### src/rtl/pma_region_checker_match.sv
// Single-rule range comparator; the end bound is formed one bit wider so
// regions reaching the top of the address space cannot wrap.
module pma_range_match #(
  parameter int unsigned AddrWidth = 64
) (
  input  logic [AddrWidth-1:0] addr_i,
  input  logic [AddrWidth-1:0] base_i,
  input  logic [AddrWidth-1:0] len_i,
  output logic                 hit_o
);

  logic [AddrWidth:0] end_w;

  assign end_w = {1'b0, base_i} + {1'b0, len_i};
  // len==0 gives end==base, so the two bounds exclude every address.
  assign hit_o = (addr_i >= base_i) && ({1'b0, addr_i} < end_w);

endmodule

### config.mk
export PLATFORM = sky130hd
export DESIGN_NAME = pma_range_match
export DESIGN_NICKNAME = d
export VERILOG_FILES = /design/src/rtl/pma_region_checker_match.sv
export SDC_FILE = /design/constraint.sdc
export NUM_CORES = 1
export LEC_CHECK = 0
export CAP_MARGIN = 25
export CORE_AREA = 2 2 121 123
export DETAILED_ROUTE_END_ITERATION = 6
export DIE_AREA = 0 0 123 125
export GPL_ROUTABILITY_DRIVEN = 1
export GPL_TIMING_DRIVEN = 1
export PLACE_DENSITY = 0.82
export SYNTH_ARGS = -nofsm -noshare
export SYNTH_HDL_FRONTEND = slang
export SYNTH_SLANG_ARGS = --single-unit
### constraint.sdc
create_clock -name vclk -period 6
set_input_delay 0.9 -clock vclk [all_inputs]
set_output_delay 0.9 -clock vclk [all_outputs]
set_load 0.1 [all_outputs]
Yosys cells after proc, flatten, opt, wreduce, memory -nomap -nowiden
Index checks and enable logic that the tools add are counted.
Word-level totals
  logic and storage cells: 4
  input port bits: 192
  flip-flop bits (word level): 0
Operators by class
  reductions and logical operators: 1
  add/sub/neg operators: 1
  magnitude comparators: 2
Operator list (number)
  64-bit by 64-bit adder with 65-bit output: 1
  64-bit by 65-bit less-than comparator with 1-bit output: 1
  64-bit greater-or-equal comparator: 1
  1-bit logical AND: 1

Longest topological paths before layout
Gate-level depths: netlist of run 1.
  depth after elaboration: 3
  mapped depth: 22

Worst setup path after synthesis of run 1
Ideal clock, no wire load.
  kind: in2out
  start: input base_i[0]
  end: output hit_o
  setup slack: -0.681 ns
  arrival time: 5.781 ns
  stages: 20
  cell sequence: ha_1 > inv_1 > fa_1 > nor2b_1 > o2111ai_1 > a21bo_2 > a2111o_1 > nand2_1 > a31oi_1 > xor2_1 > ha_1 > a21o_1 > a21o_1 > a21oi_1 > o21ai_0 > a2111oi_0 > o31ai_1 > a31oi_1 > a2111oi_0 > a22oi_1
On the way
  word-level cells in the longest chain between the ends: 3
RTL lines
  start, declared: RTL line 7  | input logic [AddrWidth-1:0] base_i,
  64-bit by 64-bit adder with 65-bit output: RTL line 14  | assign end_w = {1'b0, base_i} + {1'b0, len_i};
  64-bit by 65-bit less-than comparator with 1-bit output: RTL line 16  | assign hit_o = (addr_i >= base_i) && ({1'b0, addr_i} < end_w);
  1-bit logical AND (*): RTL line 16
  end, declared: RTL line 9  | output logic hit_o
Mark *: on every way between the ends. The rest lies on a longest branch, timed or not.

Worst setup path after layout of run 1
  start: input base_i[19]
  end: output hit_o
The elaborated chain is that of the path after synthesis.

==> flow_summary_export.csv, run 1 <==
group,metric,value,unit
power_and_ir_drop,power.switching,750,uW
die,die_area,0.0154,sq mm
finish,drive_above_1_share,29.5,%
die,io_pins,193,
finish,final_nets,1696,
critical_path,cp_data_arrival_time,5.60,ns
yosys,synth_warnings,0,
finish,ff_latch_area,0,sq um
cts,ctsHoldBuffers,0,
critical_path,end_kind,"primary output",
timing,fin_crit_sh,108,%
timing,fin_hold_ws,2.93,ns
yosys,avgSynthCellArea,7.34,sq um
power_and_ir_drop,internal_power,701,uW
power_and_ir_drop,p_seq_share,0,%
place,dp_hpwl,21000,um
timing,finalHoldViolCount,0,
power_and_ir_drop,swShare,51.7,%
power_and_ir_drop,p_comb_share,100.0,%
finish,flops_and_latches,0,
grt,grt_overflow,0,
detailed_routing,vias,10100,
power_and_ir_drop,p_clk_share,0,%
timing,max_slew_margin,18.7,%
hold_path,min-delay-start,"addr_i[63]",
job,cap_viol_max_count,0,
detailed_routing,highest_layer,"met4",
detailed_routing,post_drt_wl_per_cell,22.8,um
finish,nClkBuffers,0,
grt,grt_first_pass_wirelength,42600,um
critical_path,required,5.10,ns
timing,min_period,6.50,ns
finish,nFillCells,795,
die,rows,44,
grt,grt_max_degree,11,
detailed_routing,via_per_inst,6.75,
outcome,status,"finished, violations left",
die,coreArea,0.0142,sq mm
die,start_util,48.8,%
place,portBuffers,193,
hold_path,hold_class,"input pin to primary output",
critical_path,worstPathMaxFanout,4,
detailed_routing,ant_nets,0,
timing,rsz0062_at_grt,"true",
detailed_routing,drc,1,
detailed_routing,wl_met1,11700,um
yosys,synth.net_count,1329,
die,die_y,125,um
yosys,synth_cells,945,
yosys,ys_seq_area_share,0,%
timing,slew_violations,0,
timing,fmax,154,MHz
power_and_ir_drop,pwr_density_cell,124,mW/mm^2
timing,setup_ws,-0.502,ns
detailed_routing,wl_met3,3270,um
detailed_routing,firstDrtPassIters,7,
outcome,violations,"DRC, setup timing",
finish,areaGrowthSynthToFinish,68.5,%
power_and_ir_drop,p_total,1450,uW
power_and_ir_drop,ir_drop,0.0610,mV
place,place_area,0.0102,sq mm
power_and_ir_drop,leakage,0.00591,uW
finish,final_cell_mix,"buf_4 (199), ha_1 (145), clkdlybuf4s50_1 (108)",
finish,final_common_cell,"buf_4",
grt,first_global_vias,9197,
timing,setup_viol,1,
place,place_congestion,0.936,
timing,tightest_slew,1.19,ns
grt,antenna_found_initial,3,
detailed_routing,met2_length,15800,um
detailed_routing,drt-initial-drc-count,1123,
yosys,ys_types,70,
detailed_routing,routed_wl,34100,um
finish,fin_area,0.0117,sq mm
critical_path,startpoint,"base_i[19]",
critical_path,worst-setup-path-type,"input pin to primary output",
yosys,syn-cell-area,0.00693,sq mm
die,die_width,123,um
grt,grt.total_usage,33.3,%
critical_path,critPathLaunchType,"input pin",
## cell type report
| class | count | area (sq um) | area share (%) |
|---|---|---|---|
| Multi-Input combinational cell | 830 | 7620 | 65.2 |
| Antenna cell | 3 | 7.51 | 0.0642 |
| Timing Repair Buffer | 396 | 3510 | 30.0 |
| Inverter | 84 | 315 | 2.70 |
| Tap cell | 184 | 230 | 1.97 |
## power by group through the flow
stage	Sequential (uW)	Combinational [uW]	Clock (uW)
global route	0	1530	0.0000669
floorplan	0	649	0
finish	0	1450	0.0000669
detailed placement	0	1120	0
CTS	0	1230	0
global placement	0	1090	0
## timing repair
item | CTS | global route
gates resized for setup | 169 | 153
buffers inserted | 16 | 17
pin swaps | 74 | 92
cloned | 0 | 0
setup endpoints to repair | 1 | 1
## final timing paths
check     to  slack (ns)  depth (start not counted)
max    hit_o       -0.50                         21
min    hit_o        2.93                          5
## stage by stage
stage | setup slack, ns | utilization [%] | TNS [ns] | std cells
final | -0.502 | 82.3 | -0.502 | 1497
after floorplan | 0.00792 | - | 0 | 945
after global routing | -0.458 | 82.3 | -0.458 | 1497
after detailed placement | -0.711 | 72.2 | -0.711 | 1462
after global placement | -0.587 | 72.2 | -0.587 | 1462
after CTS | -0.101 | 77.4 | -0.101 | 1478
## critical path, cell delays in order
cell           delay, ns
dlygate4sd2_1       0.28
ha_4                0.28
a21oi_1             0.36
o21ai_0             0.32
a21oi_2             0.37
nor2_1              0.10
nor2_1              0.17
nand2_2             0.09
a31oi_1             0.22
xor2_1              0.18
ha_1                0.27
a21o_1              0.19
a21o_1              0.21
a21oi_2             0.16
o21ai_2             0.10
a2111oi_4           0.22
o31ai_2             0.16
a31oi_1             0.39
a2111oi_2           0.11
a22oi_2             0.27
buf_12              0.22
## metal layers
metal  GRT usage, %  up-vias
met3           2.74      366
met4           14.6        0
met1           39.7     4557
met2           59.9      888
met5              0        -
li1               -     4299
## synth_stat cells, types with 5 or more instances
master,n,area (sq um)
nor2b_1,14,87.6
nand2b_1,11,68.8
a31oi_1,11,68.8
and3_1,6,37.5
ha_1,191,2390
a2111oi_0,5,43.8
xor2_1,24,210
nor3_1,13,65.1
a21oi_1,107,536
inv_1,84,315
o211ai_1,8,60.1
nand3_1,12,60.1
o21ai_0,54,270
buf_2,7,35.0
nand2_1,54,203
nor2_1,42,158
xnor2_1,33,289
o21a_1,13,97.6
nor4_1,6,37.5
nand4_1,47,294
a211oi_1,10,75.1
o21bai_1,12,90.1
a21o_1,85,638
clkbuf_1,20,75.1
## kinds of logic after synthesis
kind of cell    Yosys count  share of synthesized area, %
simple gates            226                          16.9
compound gates          354                          34.2
xor+xnor                 58                          7.43
buf+inv                 115                          6.68
fa+ha+maj               192                          34.8
(Power assumes the default switching activity.)
==> inputs of run 2 (changes only) <==
--- a/config.mk
+++ b/config.mk
@@ -6,9 +6,9 @@
 export NUM_CORES = 1
 export LEC_CHECK = 0
 export CAP_MARGIN = 25
-export CORE_AREA = 2 2 121 123
+export CORE_AREA = 2 2 135 111
 export DETAILED_ROUTE_END_ITERATION = 6
-export DIE_AREA = 0 0 123 125
+export DIE_AREA = 0 0 137 113
 export GPL_ROUTABILITY_DRIVEN = 1
 export GPL_TIMING_DRIVEN = 1
 export PLACE_DENSITY = 0.82
==> run 2 against run 1 <==
  * The run still ends with DRC, setup timing left
  * Die area is 0.69% higher
  * Sequential share of layout area stayed put
  * Fmax is 7.0% higher
  * Cell count is 0.80% lower
  * Combinational power is 8% lower
  * Non-clock buffer count is 9 lower
  * Critical path depth is 2 higher
  * Global-route usage is 0.17 points higher
  * Power is 7.9% lower
  * Hold slack worse by 0.043 ns
  * Worst setup slack better by 0.43 ns
  * Critical endpoint unchanged
==> flow_summary_export.csv, run 2 (same netlist as run 1, synthesis figures left out) <==
group,metric,value,unit
die,start_util,49.3,%
critical_path,path_cells,"clkdlybuf4s50_1 > ha_4 > o211a_1 > and3_4 > o31ai_4 > a21oi_4 > a311oi_2 > buf_4 > o21ai_4 > buf_12 > a211oi_4 > or2_4 > a311oi_2 > ha_2 > a21o_1 > a211oi_2 > nand2_1 > a21oi_2 > o41ai_2 > a31oi_1 > a2111oi_2 > a22oi_2 > buf_12",
place,dp_hpwl,21800,um
place,post-place-ws,-0.475,ns
outcome,status,"finished, violations left",
finish,antenna_cells,0,
die,io_pins,193,
grt,grt_first_pass_wirelength,42300,um
detailed_routing,ant_nets,0,
timing,rsz0062_at_grt,"true",
job,cap_viol_max_count,0,
finish,ff_latch_area,0,sq um
detailed_routing,firstDrtPassIters,7,
finish,flops_and_latches,0,
critical_path,cp_data_arrival_time,5.18,ns
die,die_width,137,um
detailed_routing,vias,8958,
place,dp.cells,1464,
power_and_ir_drop,p_total,1340,uW
finish,final_common_cell,"buf_4",
critical_path,worstPathMaxFanout,6,
timing,finalSetupTns,-0.0767,ns
critical_path,critPathLaunchType,"input pin",
power_and_ir_drop,leakage,0.00565,uW
critical_path,worst-setup-path-type,"input pin to primary output",
detailed_routing,post_drt_wl_per_cell,18.6,um
power_and_ir_drop,ir_drop,0.0692,mV
detailed_routing,routed_wl,27700,um
timing,fin_crit_sh,101,%
die,rows,39,
finish,fin_area,0.0114,sq mm
finish,nFillCells,915,
cts,ctsHoldBuffers,0,
grt,grt_max_degree,11,
detailed_routing,drc,4,
place,portBuffers,193,
timing,slew_violations,0,
hold_path,min-delay-start,"base_i[63]",
grt,antenna_found_initial,0,
die,die_y,113,um
timing,tightest_slew,0.675,ns
critical_path,worst-path-buf-inv,4,
critical_path,end_kind,"primary output",
power_and_ir_drop,pwr_density_cell,117,mW/mm^2
die,coreArea,0.0141,sq mm
grt,grt.total_usage,33.5,%
critical_path,critPathTopFamily,"compound AO/OA/AOI/OAI gates",
finish,nClkBuffers,0,
timing,max_slew_margin,53.9,%
detailed_routing,via_per_inst,6.03,
finish,instances_no_fill,1485,
critical_path,max_stage_delay,0.56,ns
critical_path,slowest_stage,"clkdlybuf4s50_1",
finish,drive_above_1_share,26.5,%
detailed_routing,drt-initial-drc-count,730,
grt,first_global_vias,8634,
timing,setup_viol,1,
outcome,violations,"DRC, setup timing",
die,die_area,0.0155,sq mm
hold_path,holdPathStages,6,
hold_path,hold_class,"input pin to primary output",
timing,fmax,165,MHz
timing,finalHoldViolCount,0,
timing,setup_ws,-0.0767,ns
place,place_congestion,0.962,
critical_path,required,5.10,ns
place,place_area,0.0103,sq mm
timing,min_period,6.08,ns
finish,final_nets,1687,
finish,areaGrowthSynthToFinish,64.1,%
hold_path,hold_end,"hit_o",
finish,final_cell_mix,"buf_4 (189), ha_1 (151), clkdlybuf4s50_1 (136)",
grt,grt_overflow,0,
## run 2: final cells by class
cell class / count / area (sq um) / area share, %
Timing Repair Buffer: 387 / 3440 / 30.2
Tap cell: 184 / 230 / 2.02
Multi-Input combinational cell: 830 / 7390 / 65.0
Inverter: 84 / 315 / 2.77
## run 2: layer usage
layer	GRT usage (%)	share of wire (%)	vias to the layer above
li1	-	-	4268
met1	46.9	44	4156
met2	55.6	45	477
met3	3.85	8.9	57
met4	5.77	2.3	0
met5	0	0	-
## run 2: worst max-delay path by stage
stage / startpoint / depth (start not counted) / slack [ns] / to
2_1_floorplan: base_i[0] / 20 / 0.008 / hit_o
3_3_place_gp: base_i[31] / 20 / -0.47 / hit_o
3_5_place_dp: base_i[1] / 24 / -0.47 / hit_o
4_1_cts: base_i[1] / 24 / -0.05 / hit_o
5_1_grt: base_i[39] / 20 / -0.21 / hit_o
6_report: base_i[5] / 23 / -0.08 / hit_o
## run 2: what timing repair did
item / in CTS / in global routing
resized for setup: 145 / 81
pin swaps: 81 / 49
setup buffers: 18 / 4
endpoints found under the setup margin: 1 / 1
## run 2: metrics by stage
stage	hold WS (ns)	util, %
2_1_floorplan	2.43	-
3_3_place_gp	2.89	73.0
3_5_place_dp	2.90	73.0
4_1_cts	2.90	77.8
5_1_grt	2.94	81.0
6_report	2.89	81.0
## run 2: where the power goes
group / internal [uW] / switching (uW) / total (uW)
Combinational: 683 / 653 / 1340
Sequential: 0 / 0 / 0
Clock: 0 / 0 / 0
==> inputs of run 3 (changes only) <==
--- a/config.mk
+++ b/config.mk
@@ -6,12 +6,12 @@
 export NUM_CORES = 1
 export LEC_CHECK = 0
 export CAP_MARGIN = 25
-export CORE_AREA = 2 2 135 111
+export CORE_AREA = 2 2 156 97
 export DETAILED_ROUTE_END_ITERATION = 6
-export DIE_AREA = 0 0 137 113
+export DIE_AREA = 0 0 158 99
 export GPL_ROUTABILITY_DRIVEN = 1
 export GPL_TIMING_DRIVEN = 1
-export PLACE_DENSITY = 0.82
+export PLACE_DENSITY = 0.81
 export SYNTH_ARGS = -nofsm -noshare
 export SYNTH_HDL_FRONTEND = slang
 export SYNTH_SLANG_ARGS = --single-unit
==> run 3 against run 2 <==
  * The run still ends with DRC, setup timing left
  * Sequential share of layout area stayed put
  * Non-clock buffer count up 49
  * Wire length is 28% higher
  * Fmax is 4.1% lower
  * Critical endpoint unchanged
  * Cell count grew 4.3%
==> flow_summary_export.csv, run 3 (same netlist as run 1, synthesis figures left out) <==
group,metric,value,unit
finish,final_cell_mix,"buf_4 (226), ha_1 (147), clkdlybuf4s50_1 (114)",
grt,grt_overflow,0,
timing,setup_viol,1,
critical_path,critPathLaunchType,"input pin",
die,die_area,0.0156,sq mm
critical_path,max_stage_delay,0.47,ns
die,rows,34,
critical_path,end_kind,"primary output",
detailed_routing,ant_nets,0,
detailed_routing,routed_wl,35300,um
detailed_routing,drt-initial-drc-count,1213,
timing,finalHoldViolCount,0,
die,start_util,48.8,%
timing,fmax,158,MHz
finish,final_common_cell,"buf_4",
outcome,violations,"DRC, setup timing",
finish,ff_latch_area,0,sq um
detailed_routing,post_drt_wl_per_cell,22.8,um
finish,nFillCells,865,
cts,ctsHoldBuffers,0,
place,place_area,0.0105,sq mm
hold_path,hold_class,"input pin to primary output",
timing,fin_crit_sh,106,%
critical_path,critPathTopFamily,"compound AO/OA/AOI/OAI gates",
critical_path,slowest_stage,"clkdlybuf4s50_1",
finish,final_nets,1736,
die,io_pins,193,
timing,max_slew_margin,54.1,%
die,die_width,158,um
timing,min_period,6.34,ns
timing,setup_ws,-0.338,ns
finish,final_util,84.5,%
finish,flops_and_latches,0,
finish,multi_input_area,0.00766,sq mm
critical_path,path_cells,"clkdlybuf4s50_1 > ha_4 > buf_4 > inv_1 > or2_2 > o21bai_1 > a21oi_2 > o31a_1 > o21ai_4 > buf_6 > buf_4 > xnor2_1 > ha_1 > a21o_1 > a21oi_1 > o21ai_2 > a2111oi_4 > o31ai_4 > a31oi_4 > a2111oi_4 > a22oi_2 > buf_12",
timing,slew_violations,0,
detailed_routing,vias,9815,
detailed_routing,via_per_inst,6.34,
place,portBuffers,193,
finish,instances_no_fill,1549,
job,cap_viol_max_count,0,
critical_path,worst-path-buf-inv,6,
finish,drive_above_1_share,31.8,%
timing,tightest_slew,0.671,ns
grt,first_global_vias,8799,
critical_path,worst-setup-path-type,"input pin to primary output",
outcome,status,"finished, violations left",
finish,fin_area,0.0120,sq mm
die,coreArea,0.0142,sq mm
critical_path,required,5.10,ns
grt,antenna_found_initial,1,
place,dp_hpwl,25600,um
timing,finalSetupTns,-0.338,ns
timing,rsz0062_at_grt,"true",
critical_path,worstPathMaxFanout,3,
detailed_routing,firstDrtPassIters,7,
finish,nClkBuffers,0,
critical_path,cp_data_arrival_time,5.44,ns
die,die_y,99,um
grt,grt.total_usage,38.2,%
grt,grt_max_degree,11,
place,place_congestion,1.07,
grt,grt_first_pass_wirelength,46800,um
detailed_routing,drc,1,
place,dp.cells,1511,
finish,areaGrowthSynthToFinish,73.1,%
## run 3: layout make-up
type / count / area share (%)
Tap cell: 198 / 2.06
Antenna cell: 1 / 0.0208
Inverter: 84 / 2.63
Timing Repair Buffer: 436 / 31.5
Multi-Input combinational cell: 830 / 63.8
## run 3: path summary, 6_finish.rpt
path                  slack, ns  cells past startpoint  startpoint     to
worst min-delay path       2.89                      6  base_i[63]  hit_o
worst max-delay path      -0.34                     22   len_i[18]  hit_o
## run 3: repair_timing
| item | 4_1_cts | 5_1_grt |
|---|---|---|
| pin swaps | 94 | 82 |
| cloned | 0 | 0 |
| setup buffers | 19 | 19 |
| resized for setup | 204 | 137 |
| setup endpoints to repair | 1 | 1 |
| hold endpoints to repair | 0 | 0 |
## run 3: per-stage QoR
step           hold WS (ns)  worst slack [ns]
4_1_cts                2.83            -0.129
3_5_place_dp           2.83            -0.830
3_3_place_gp           2.84            -0.604
5_1_grt                2.91            -0.388
2_1_floorplan          2.43           0.00792
6_report               2.89            -0.338
## run 3: layer usage
metal	global-route usage (%)	up-vias	share of wire, %
li1	-	4366	-
met1	58.7	4459	42
met2	51.5	822	39
met3	12.0	168	15
met4	6.38	0	4.1
met5	0	-	0
